<file path="src/rtl/wb_stage.sv">
// wb_stage: writeback stage of the five-stage MIPS pipeline.
//
// Holds one retiring instruction from MEM. A non-load retires in the cycle
// after capture. A load waits for its AXI read beat, which is aligned and
// extended (including LWL/LWR merge) before the register-file write.
//
// Ports:
//   clk, resetn                  clock, asynchronous active-low reset
//   ms_to_ws_valid / ws_allowin  MEM->WB instruction handshake
//   ms_pc, ms_reg_we, ms_dest,
//   ms_alu_result, ms_load_op,
//   ms_rt_value                  fields of the offered instruction
//   data_rdata_valid/_ready      AXI read-response handshake, data_rdata
//   rf_wen/_waddr/_wdata         register-file write port
//   ws_fwd_*                     forwarding / interlock information for ID
//   load_wait_cnt                total cycles spent waiting for load data
//   debug_wb_*                   retirement trace port
//
// Handshakes: a transfer happens on a rising clk edge where valid and ready
// are both 1. MEM->WB uses ms_to_ws_valid/ws_allowin; the read response uses
// data_rdata_valid/data_rdata_ready. A response beat offered while
// data_rdata_ready is 0 is neither consumed nor remembered.
module wb_stage #(
    parameter int CNT_WIDTH = 32
) (
    input  logic                 clk,
    input  logic                 resetn,
    input  logic                 ms_to_ws_valid,
    output logic                 ws_allowin,
    input  logic [31:0]          ms_pc,
    input  logic                 ms_reg_we,
    input  logic [4:0]           ms_dest,
    input  logic [31:0]          ms_alu_result,
    input  logic [2:0]           ms_load_op,
    input  logic [31:0]          ms_rt_value,
    input  logic                 data_rdata_valid,
    output logic                 data_rdata_ready,
    input  logic [31:0]          data_rdata,
    output logic                 rf_wen,
    output logic [4:0]           rf_waddr,
    output logic [31:0]          rf_wdata,
    output logic                 ws_fwd_valid,
    output logic                 ws_fwd_pending,
    output logic [4:0]           ws_fwd_dest,
    output logic [31:0]          ws_fwd_data,
    output logic [CNT_WIDTH-1:0] load_wait_cnt,
    output logic [31:0]          debug_wb_pc,
    output logic [3:0]           debug_wb_rf_wen,
    output logic [4:0]           debug_wb_rf_wnum,
    output logic [31:0]          debug_wb_rf_wdata
);

    typedef enum logic [1:0] {
        S_EMPTY = 2'd0,
        S_HOLD  = 2'd1,
        S_WAIT  = 2'd2
    } state_t;

    state_t      state;
    logic [31:0] pc_r;
    logic        reg_we_r;
    logic [4:0]  dest_r;
    logic [31:0] alu_r;
    logic [2:0]  load_op_r;
    logic [31:0] rt_r;

    logic        retire;
    logic        capture;
    logic [1:0]  a;
    logic [7:0]  byte_sel;
    logic [15:0] half_sel;
    logic [31:0] load_data;

    assign retire           = (state == S_HOLD) || (state == S_WAIT && data_rdata_valid);
    assign ws_allowin       = (state == S_EMPTY) || retire;
    assign capture          = ms_to_ws_valid && ws_allowin;
    assign data_rdata_ready = (state == S_WAIT);

    always_ff @(posedge clk or negedge resetn) begin
        if (!resetn) begin
            state         <= S_EMPTY;
            pc_r          <= '0;
            reg_we_r      <= 1'b0;
            dest_r        <= '0;
            alu_r         <= '0;
            load_op_r     <= '0;
            rt_r          <= '0;
            load_wait_cnt <= '0;
        end else begin
            // A stall cycle is a WAIT cycle with no beat; the beat cycle
            // itself is the retire cycle and is not counted.
            if (state == S_WAIT && !data_rdata_valid)
                load_wait_cnt <= load_wait_cnt + CNT_WIDTH'(1);
            if (capture) begin
                pc_r      <= ms_pc;
                reg_we_r  <= ms_reg_we;
                dest_r    <= ms_dest;
                alu_r     <= ms_alu_result;
                load_op_r <= ms_load_op;
                rt_r      <= ms_rt_value;
                state     <= (ms_load_op == 3'd0) ? S_HOLD : S_WAIT;
            end else if (retire) begin
                state     <= S_EMPTY;
            end
        end
    end

    // Load alignment: data_rdata is the whole aligned word, a selects lanes.
    assign a = alu_r[1:0];

    always_comb begin
        byte_sel = data_rdata[7:0];
        case (a)
            2'd0: byte_sel = data_rdata[7:0];
            2'd1: byte_sel = data_rdata[15:8];
            2'd2: byte_sel = data_rdata[23:16];
            2'd3: byte_sel = data_rdata[31:24];
            default: byte_sel = data_rdata[7:0];
        endcase
    end

    assign half_sel = a[1] ? data_rdata[31:16] : data_rdata[15:0];

    always_comb begin
        load_data = data_rdata;
        case (load_op_r)
            3'd1: load_data = data_rdata;
            3'd2: load_data = {{24{byte_sel[7]}}, byte_sel};
            3'd3: load_data = {24'd0, byte_sel};
            3'd4: load_data = {{16{half_sel[15]}}, half_sel};
            3'd5: load_data = {16'd0, half_sel};
            3'd6: begin
                case (a)
                    2'd0: load_data = {data_rdata[7:0],  rt_r[23:0]};
                    2'd1: load_data = {data_rdata[15:0], rt_r[15:0]};
                    2'd2: load_data = {data_rdata[23:0], rt_r[7:0]};
                    default: load_data = data_rdata;
                endcase
            end
            3'd7: begin
                case (a)
                    2'd1: load_data = {rt_r[31:24], data_rdata[31:8]};
                    2'd2: load_data = {rt_r[31:16], data_rdata[31:16]};
                    2'd3: load_data = {rt_r[31:8],  data_rdata[31:24]};
                    default: load_data = data_rdata;
                endcase
            end
            default: load_data = data_rdata;
        endcase
    end

    assign rf_wen   = retire && reg_we_r && (dest_r != 5'd0);
    assign rf_waddr = dest_r;
    assign rf_wdata = (load_op_r == 3'd0) ? alu_r : load_data;

    assign ws_fwd_dest    = (state != S_EMPTY && reg_we_r && dest_r != 5'd0) ? dest_r : 5'd0;
    assign ws_fwd_pending = (state == S_WAIT) && !data_rdata_valid && (ws_fwd_dest != 5'd0);
    assign ws_fwd_valid   = (ws_fwd_dest != 5'd0) && !ws_fwd_pending;
    assign ws_fwd_data    = rf_wdata;

    assign debug_wb_pc       = retire ? pc_r : 32'd0;
    assign debug_wb_rf_wen   = {4{rf_wen}};
    assign debug_wb_rf_wnum  = rf_waddr;
    assign debug_wb_rf_wdata = rf_wdata;

endmodule

</file>
<file path="config.mk">
export PLATFORM = sky130hd
export DESIGN_NAME = wb_stage
export DESIGN_NICKNAME = d
export VERILOG_FILES = /design/src/rtl/wb_stage.sv
export SDC_FILE = /design/constraint.sdc
export NUM_CORES = 1
export LEC_CHECK = 0
export ABC_AREA = 1
export CAP_MARGIN = 20
export CORE_MARGIN = 2
export CORE_UTILIZATION = 30
export CTS_CLUSTER_SIZE = 10
export DETAILED_ROUTE_END_ITERATION = 6
export HOLD_SLACK_MARGIN = 0.06
export PLACE_DENSITY_LB_ADDON = 0.2
export SLEW_MARGIN = 25
export SYNTH_ARGS = -nofsm -noshare
export SYNTH_HDL_FRONTEND = slang
export SYNTH_SLANG_ARGS = --single-unit
</file>
<file path="constraint.sdc">
create_clock -name clk -period 2.6 [get_ports clk]
set_clock_uncertainty 0.15 [all_clocks]
set_input_delay 0.65 -clock clk [delete_from_list [all_inputs] [get_ports clk]]
set_output_delay 0.65 -clock clk [all_outputs]
set_load 0.01 [all_outputs]
</file>
# --- After elaboration in Yosys (flattened, before gate mapping) ---
# Cells that the tools add are included.
totals:
  ff_bits: 139
  inputBits: 141
  elab_cells: 52
classes:
  n_addsub: 1
  eq_ne: 11
  n_mux: 11
  n_reduce_logical: 21
op_table:
  columns: ["op", "n"]
  rows:
  - ["32-bit one-hot mux with 3 select lines", 2]
  - ["32-bit one-hot mux with 6 select lines", 1]
  - ["32-bit 2-to-1 mux", 2]
  - ["32-bit by 1-bit adder with 32-bit output, second input constant", 1]
  - ["8-bit one-hot mux with 4 select lines", 1]
  - ["16-bit 2-to-1 mux", 1]
  - ["3-bit == test, second input constant", 4]
  - ["5-bit nonzero test", 2]
  - ["1-bit logical AND", 9]
  - ["2-bit == test, second input constant", 3]
  - ["3-bit by 2-bit == test with 1-bit output, second input constant", 2]
  - ["3-bit zero test", 2]
  - ["2-bit 2-to-1 mux", 3]
  - ["5-bit 2-to-1 mux", 1]
  - ["2-bit by 1-bit == test with 1-bit output, second input constant", 2]
  - ["2-bit zero test", 2]
  - ["2-bit nonzero test", 2]
  - ["1-bit zero test", 2]
  - ["1-bit logical OR", 2]

# --- Longest topological paths before layout ---
logic_depth:
  depth_word: 8
  mapped_depth: 12
  mapped_depth_nobuf: 10

# --- Least setup slack after synthesis ---
# No wires, ideal clock.
synth_path:
  path_type: "in2out"
  start: "in data_rdata[23]"
  end: "out rf_wdata[21]"
  t_arrival_ns: 1.632
  required_ns: 1.800
  setup_slack_ns: 0.168
  path_stages: 8
  n_path_buf: 2
  cell_sequence: "nand2_1 -> nand3_1 -> nand3b_4 -> buf_6 -> nand2_1 -> o21ai_0 -> nand2_1 -> buf_4"
synth_via:
  elab_chain_len: 3
synth_rtl:
  columns: ["element", "line_no", "rtl"]
  rows:
  - ["from (decl)", "38", "input logic [31:0] data_rdata,"]
  - ["8-bit one-hot mux with 4 select lines", "113", "case (a)"]
  - ["32-bit one-hot mux with 6 select lines", "126", "case (load_op_r)"]
  - ["32-bit 2-to-1 mux", "154", "assign rf_wdata = (load_op_r == 3'd0) ? alu_r : load_data;"]
  - ["to (decl)", "41", "output logic [31:0] rf_wdata,"]
# No other way between the ends.

# --- Worst setup path in the final report ---
layout_path:
  start: "reg alu_r[1]"
  end: "out rf_wdata[28]"
layout_via:
  elab_chain_len: 4
  elab_cells_between_ends: 10
layout_rtl:
  columns: ["element", "line_no", "rtl"]
  rows:
  - ["from (decl)", "63", "logic [31:0] alu_r;"]
  - ["from (signal assigned)", "98", "alu_r <= ms_alu_result;"]
  - ["2-bit == test (tied with other cells)", "113, 141", null]
  - ["8-bit one-hot mux with 4 select lines (tied with other cells)", "113", null]
  - ["32-bit one-hot mux with 6 select lines (*)", "126", null]
  - ["32-bit 2-to-1 mux (*)", "154", null]
# Mark *: on every way between the ends. The rest lies on a longest branch, timed or not.

==> impl.org <==
** Final layout
- In the layout the commonest cells are 341 x sky130_fd_sc_hd__nand2_1, 181 x sky130_fd_sc_hd__nor2_1, 169 x sky130_fd_sc_hd__clkdlybuf4s50_1.
- Area growth syn-to-layout :: 60.3%
- Net count, final :: 1,929
- In the final layout, flip-flops and latches occupy 3480 um^2.
- Filler instances :: 3,102
- Post-Route Utilization :: just under 50%
- Area of the multi-input gates :: 5580 um^2
- Post-route insts no fill :: between 2,000 and 2,500
- Most common cell after layout, fill and taps aside :: sky130_fd_sc_hd__nand2_1
- Layout cell share with drive strength beyond 1 :: 33.7%

** Logic synthesis
- The share of the Yosys chip area taken by registers is 36.4%.
- Flops & latches, synth :: 139
- In this run the mean area of a mapped cell was 6.79 um^2.
- Gate count after technology mapping :: 1,407
- For this run, the number of Yosys warnings is 0.
- Library cell with the largest summed area after synthesis :: sky130_fd_sc_hd__dfrtp_1
- The synthesized netlist occupies a cell area of 9550 um^2.
- Synthesis instantiated 37 different standard cells from the library.
- Fraction of post-synthesis cell area in the top cell type by area :: 36.4%
- Dominant cells by area after synthesis :: sky130_fd_sc_hd__dfrtp_1 36%, sky130_fd_sc_hd__nand2_1 18%, sky130_fd_sc_hd__nor2_1 8.1%, sky130_fd_sc_hd__buf_4 6.2%, sky130_fd_sc_hd__mux2_2 5.4%
- The number of nets in the synthesized netlist is 1,549.

** Detailed routing
- Vias post-DR :: 10,700
- DRT Wirelength :: 38,100 um
- Initial DRT Pass Iterations :: 5
- The detail route stage leaves a number of antenna-violating nets equal to 0.
- In this run, the number of DRC markers left after iteration 0 of detailed routing was 640.
- After detailed routing, the average wire length per cell comes to 17.3 um.
- For this run, design rule violations remaining after detail routing come to 0.
- Post-detailed-route via-to-cell ratio :: 4.85

** Floorplan
- In this run the count of I/O pins placed on the die edge is roughly 330.
- Row generation in the floorplan step produced 65 rows.
- Horizontal die dimension :: between 150 and 200 um
- The region available for standard cell placement spans approximately 31,000 um^2.
- Total Die Area :: 33,300 um^2
- Once the floorplan was initialized, standard cells occupied between 30 and 40% of the core.
- The die is between 150 and 200 um tall.

** Worst setup path
- The worst setup path is launched from a register.
- Data on the critical path arrives at its endpoint at 2.16 ns.
- The worst setup path is of the reg -> out kind.
- Maximum fanout along the worst path :: 4
- STA classifies the critical path endpoint as a primary output.
- For the worst setup path, the data required time is between 1.5 and 2 ns.

** STA
- Setup repair after global routing could not meet its margin everywhere.
- After routing, the total negative slack on setup checks comes to -24.86 ns.
- Final setup fails :: approximately 110
- Subtracting the final worst setup slack from the clock period gives 2.96 ns.
- Measured against its own limit, the worst slew margin works out to 74.3%.
- F_max :: 0.338 GHz
- After layout, the worst setup slack is -0.357 ns.
- Share of the clock period used by the worst path after layout :: 114%
- The number of slew-limit violations in the final report came to 0.
- Transition time of the tightest slew-check pin :: ~0.38 ns
- The number of hold-slack violations in the final timing report was 0.

** Clock network
- Counting the buffers created by CTS gives 17.
- No sink is reached through more buffers than the 2 on the longest clock path.
- TritonCTS built the clock tree.
- Clock net sink count :: ~140
- At the later pin of the worst-skew pair, clock insertion delay measures around 0.43 ns.
- After clock tree synthesis, the clock-pin slew on the worst setup and hold paths is 0.06 ns.
- The tree is rooted in a sky130_fd_sc_hd__clkbuf_16.
- Total number of H-tree levels :: 4

** Pwr
- The worst-case IR drop observed on VDD is approximately 430 uV.
- Leakage :: ~7.4 nW
- Final total power :: 10.8 mW
- Power spread over the standard cell area amounts to ~710 nW/um^2.

** Global route
- The first global-routing pass estimated 58,700 um of wire.
- For this run the aggregate overflow at the end of global routing stands at 0.
- Largest net degree at the start of global routing :: 55
- Global routing used 22.8% of the available tracks across all layers.
- Initial antenna violation count :: 8
- Number of global-route vias before repair :: 10,800

** Place
- Including well taps, the total number of placed cells is 2,133.
- At the end of routability-driven placement, the weighted congestion stood at 0.925.
- Half-perimeter wire length of the detailed placement result :: 28,100 um
- Input and output buffers added on the ports amount to 324.

** Run status
- Violations in the final reports :: setup timing
- Result of the run :: complete, but fails checks

** Run
- Max-cap violations :: 0

** Min path
- The tightest min-delay check is of the reg -> reg type.
[cell families after synthesis]
family	Yosys count	synth area share, %
mux	46	5.42
xor+xnor	15	1.38
flops	139	36.4
simple gates	777	33.4
compound gates	174	9.66
fa+ha+maj	1	0.131
buf+inv	255	13.6
[through the flow]
stage	cell area (um^2)	hold WS [ns]	setup WS (ns)
after floorplan	9550	0.204	0.168
after global placement	13600	0.337	-0.949
after detailed placement	13600	0.341	-0.948
after CTS	14900	0.354	-0.378
after global routing	15300	0.364	-0.447
final	15300	0.350	-0.357
[power breakdown]
| group | switching, mW | internal, mW |
|---|---|---|
| registers | 0.234 | 2.50 |
| logic | 2.93 | 2.66 |
| clock network | 1.09 | 1.44 |
[worst max-delay path, cell delays in order, from the launching register on]
cell	delay, ns
sky130_fd_sc_hd__dfrtp_2	0.45
sky130_fd_sc_hd__buf_6	0.15
sky130_fd_sc_hd__nor2_4	0.15
sky130_fd_sc_hd__buf_6	0.13
sky130_fd_sc_hd__buf_6	0.10
sky130_fd_sc_hd__nand2_1	0.06
sky130_fd_sc_hd__nand2_2	0.07
sky130_fd_sc_hd__nor2_2	0.06
sky130_fd_sc_hd__nor2_2	0.15
sky130_fd_sc_hd__nor2_1	0.06
sky130_fd_sc_hd__nand2_1	0.05
sky130_fd_sc_hd__nand2_1	0.06
sky130_fd_sc_hd__nand2_2	0.12
sky130_fd_sc_hd__buf_6	0.12
[final timing paths]
check                          from            to  slack [ns]  depth (start not counted)
min                        alu_r[6]      alu_r[6]        0.35                          1
max                        alu_r[1]  rf_wdata[28]       -0.36                         13
min reg2reg                alu_r[6]      alu_r[6]        0.35                          1
min in group asynchronous    resetn      rt_r[12]        0.52                          2
max reg2reg                state[1]     alu_r[16]        0.57                          8
max in group asynchronous    resetn  load_op_r[0]        1.14                          3
[per-layer routing]
metal	vias up	GRT usage, %	share of wire [%]
met5	-	0	0.15
met4	8	10.8	4.5
met3	87	6.33	7.1
met2	415	38.2	48
met1	5045	27.1	41
li1	5141	-	-
[state kept, by name (all words and copies together) (netlist names)]
register / flops
alu_r: 32
debug_wb_rf_wnum: 5
load_op_r: 3
load_wait_cnt: 32
pc_r: 32
reg_we_r: 1
rt_r: 32
state: 2
[cell usage after synthesis]
library cell                number
sky130_fd_sc_hd__a21oi_1        86
sky130_fd_sc_hd__a31o_2          1
sky130_fd_sc_hd__a32o_1          1
sky130_fd_sc_hd__buf_1           1
sky130_fd_sc_hd__buf_2          31
sky130_fd_sc_hd__buf_4          79
sky130_fd_sc_hd__buf_6           1
sky130_fd_sc_hd__clkbuf_1       24
sky130_fd_sc_hd__clkinv_1        3
sky130_fd_sc_hd__dfrtp_1       139
sky130_fd_sc_hd__ha_1            1
sky130_fd_sc_hd__inv_1         111
sky130_fd_sc_hd__inv_2           4
sky130_fd_sc_hd__inv_4           1
sky130_fd_sc_hd__mux2_2         46
sky130_fd_sc_hd__nand2_1       451
sky130_fd_sc_hd__nand2_2         4
sky130_fd_sc_hd__nand2_4         2
sky130_fd_sc_hd__nand3_1        80
sky130_fd_sc_hd__nand3_2         1
sky130_fd_sc_hd__nand3b_1       17
sky130_fd_sc_hd__nand3b_2        1
sky130_fd_sc_hd__nand3b_4        1
sky130_fd_sc_hd__nand4_1         4
sky130_fd_sc_hd__nor2_1        207
sky130_fd_sc_hd__nor2_2          3
sky130_fd_sc_hd__nor2_4          2
sky130_fd_sc_hd__nor2_8          1
sky130_fd_sc_hd__nor3_1          3
sky130_fd_sc_hd__o2111ai_1       2
sky130_fd_sc_hd__o211ai_1       12
sky130_fd_sc_hd__o21ai_0        63
sky130_fd_sc_hd__o21ai_1         7
sky130_fd_sc_hd__o21ai_2         1
sky130_fd_sc_hd__o21bai_1        1
sky130_fd_sc_hd__xnor2_1         4
sky130_fd_sc_hd__xor2_1         11
[layout make-up]
| cell class | count | share of cell area (%) |
|---|---|---|
| Sequential cell | 139 | 22.8 |
| Tap cell | 402 | 3.28 |
| Antenna cell | 5 | 0.0817 |
| Inverter | 119 | 3.15 |
| Timing Repair Buffer | 497 | 30.4 |
| Clock inverter | 14 | 1.06 |
| Clock buffer | 18 | 2.80 |
| Multi-Input combinational cell | 1013 | 36.5 |
[timing repair]
action                     in CTS  in global routing
cloned                          5                  3
setup endpoints to repair     141                128
hold buffers                    1                  0
hold endpoints to repair       27                  0
setup buffers                  31                 11
pin swaps                      98                 83
gates resized for setup       729                192
Note: power is estimated with default switching activity, not from simulation.
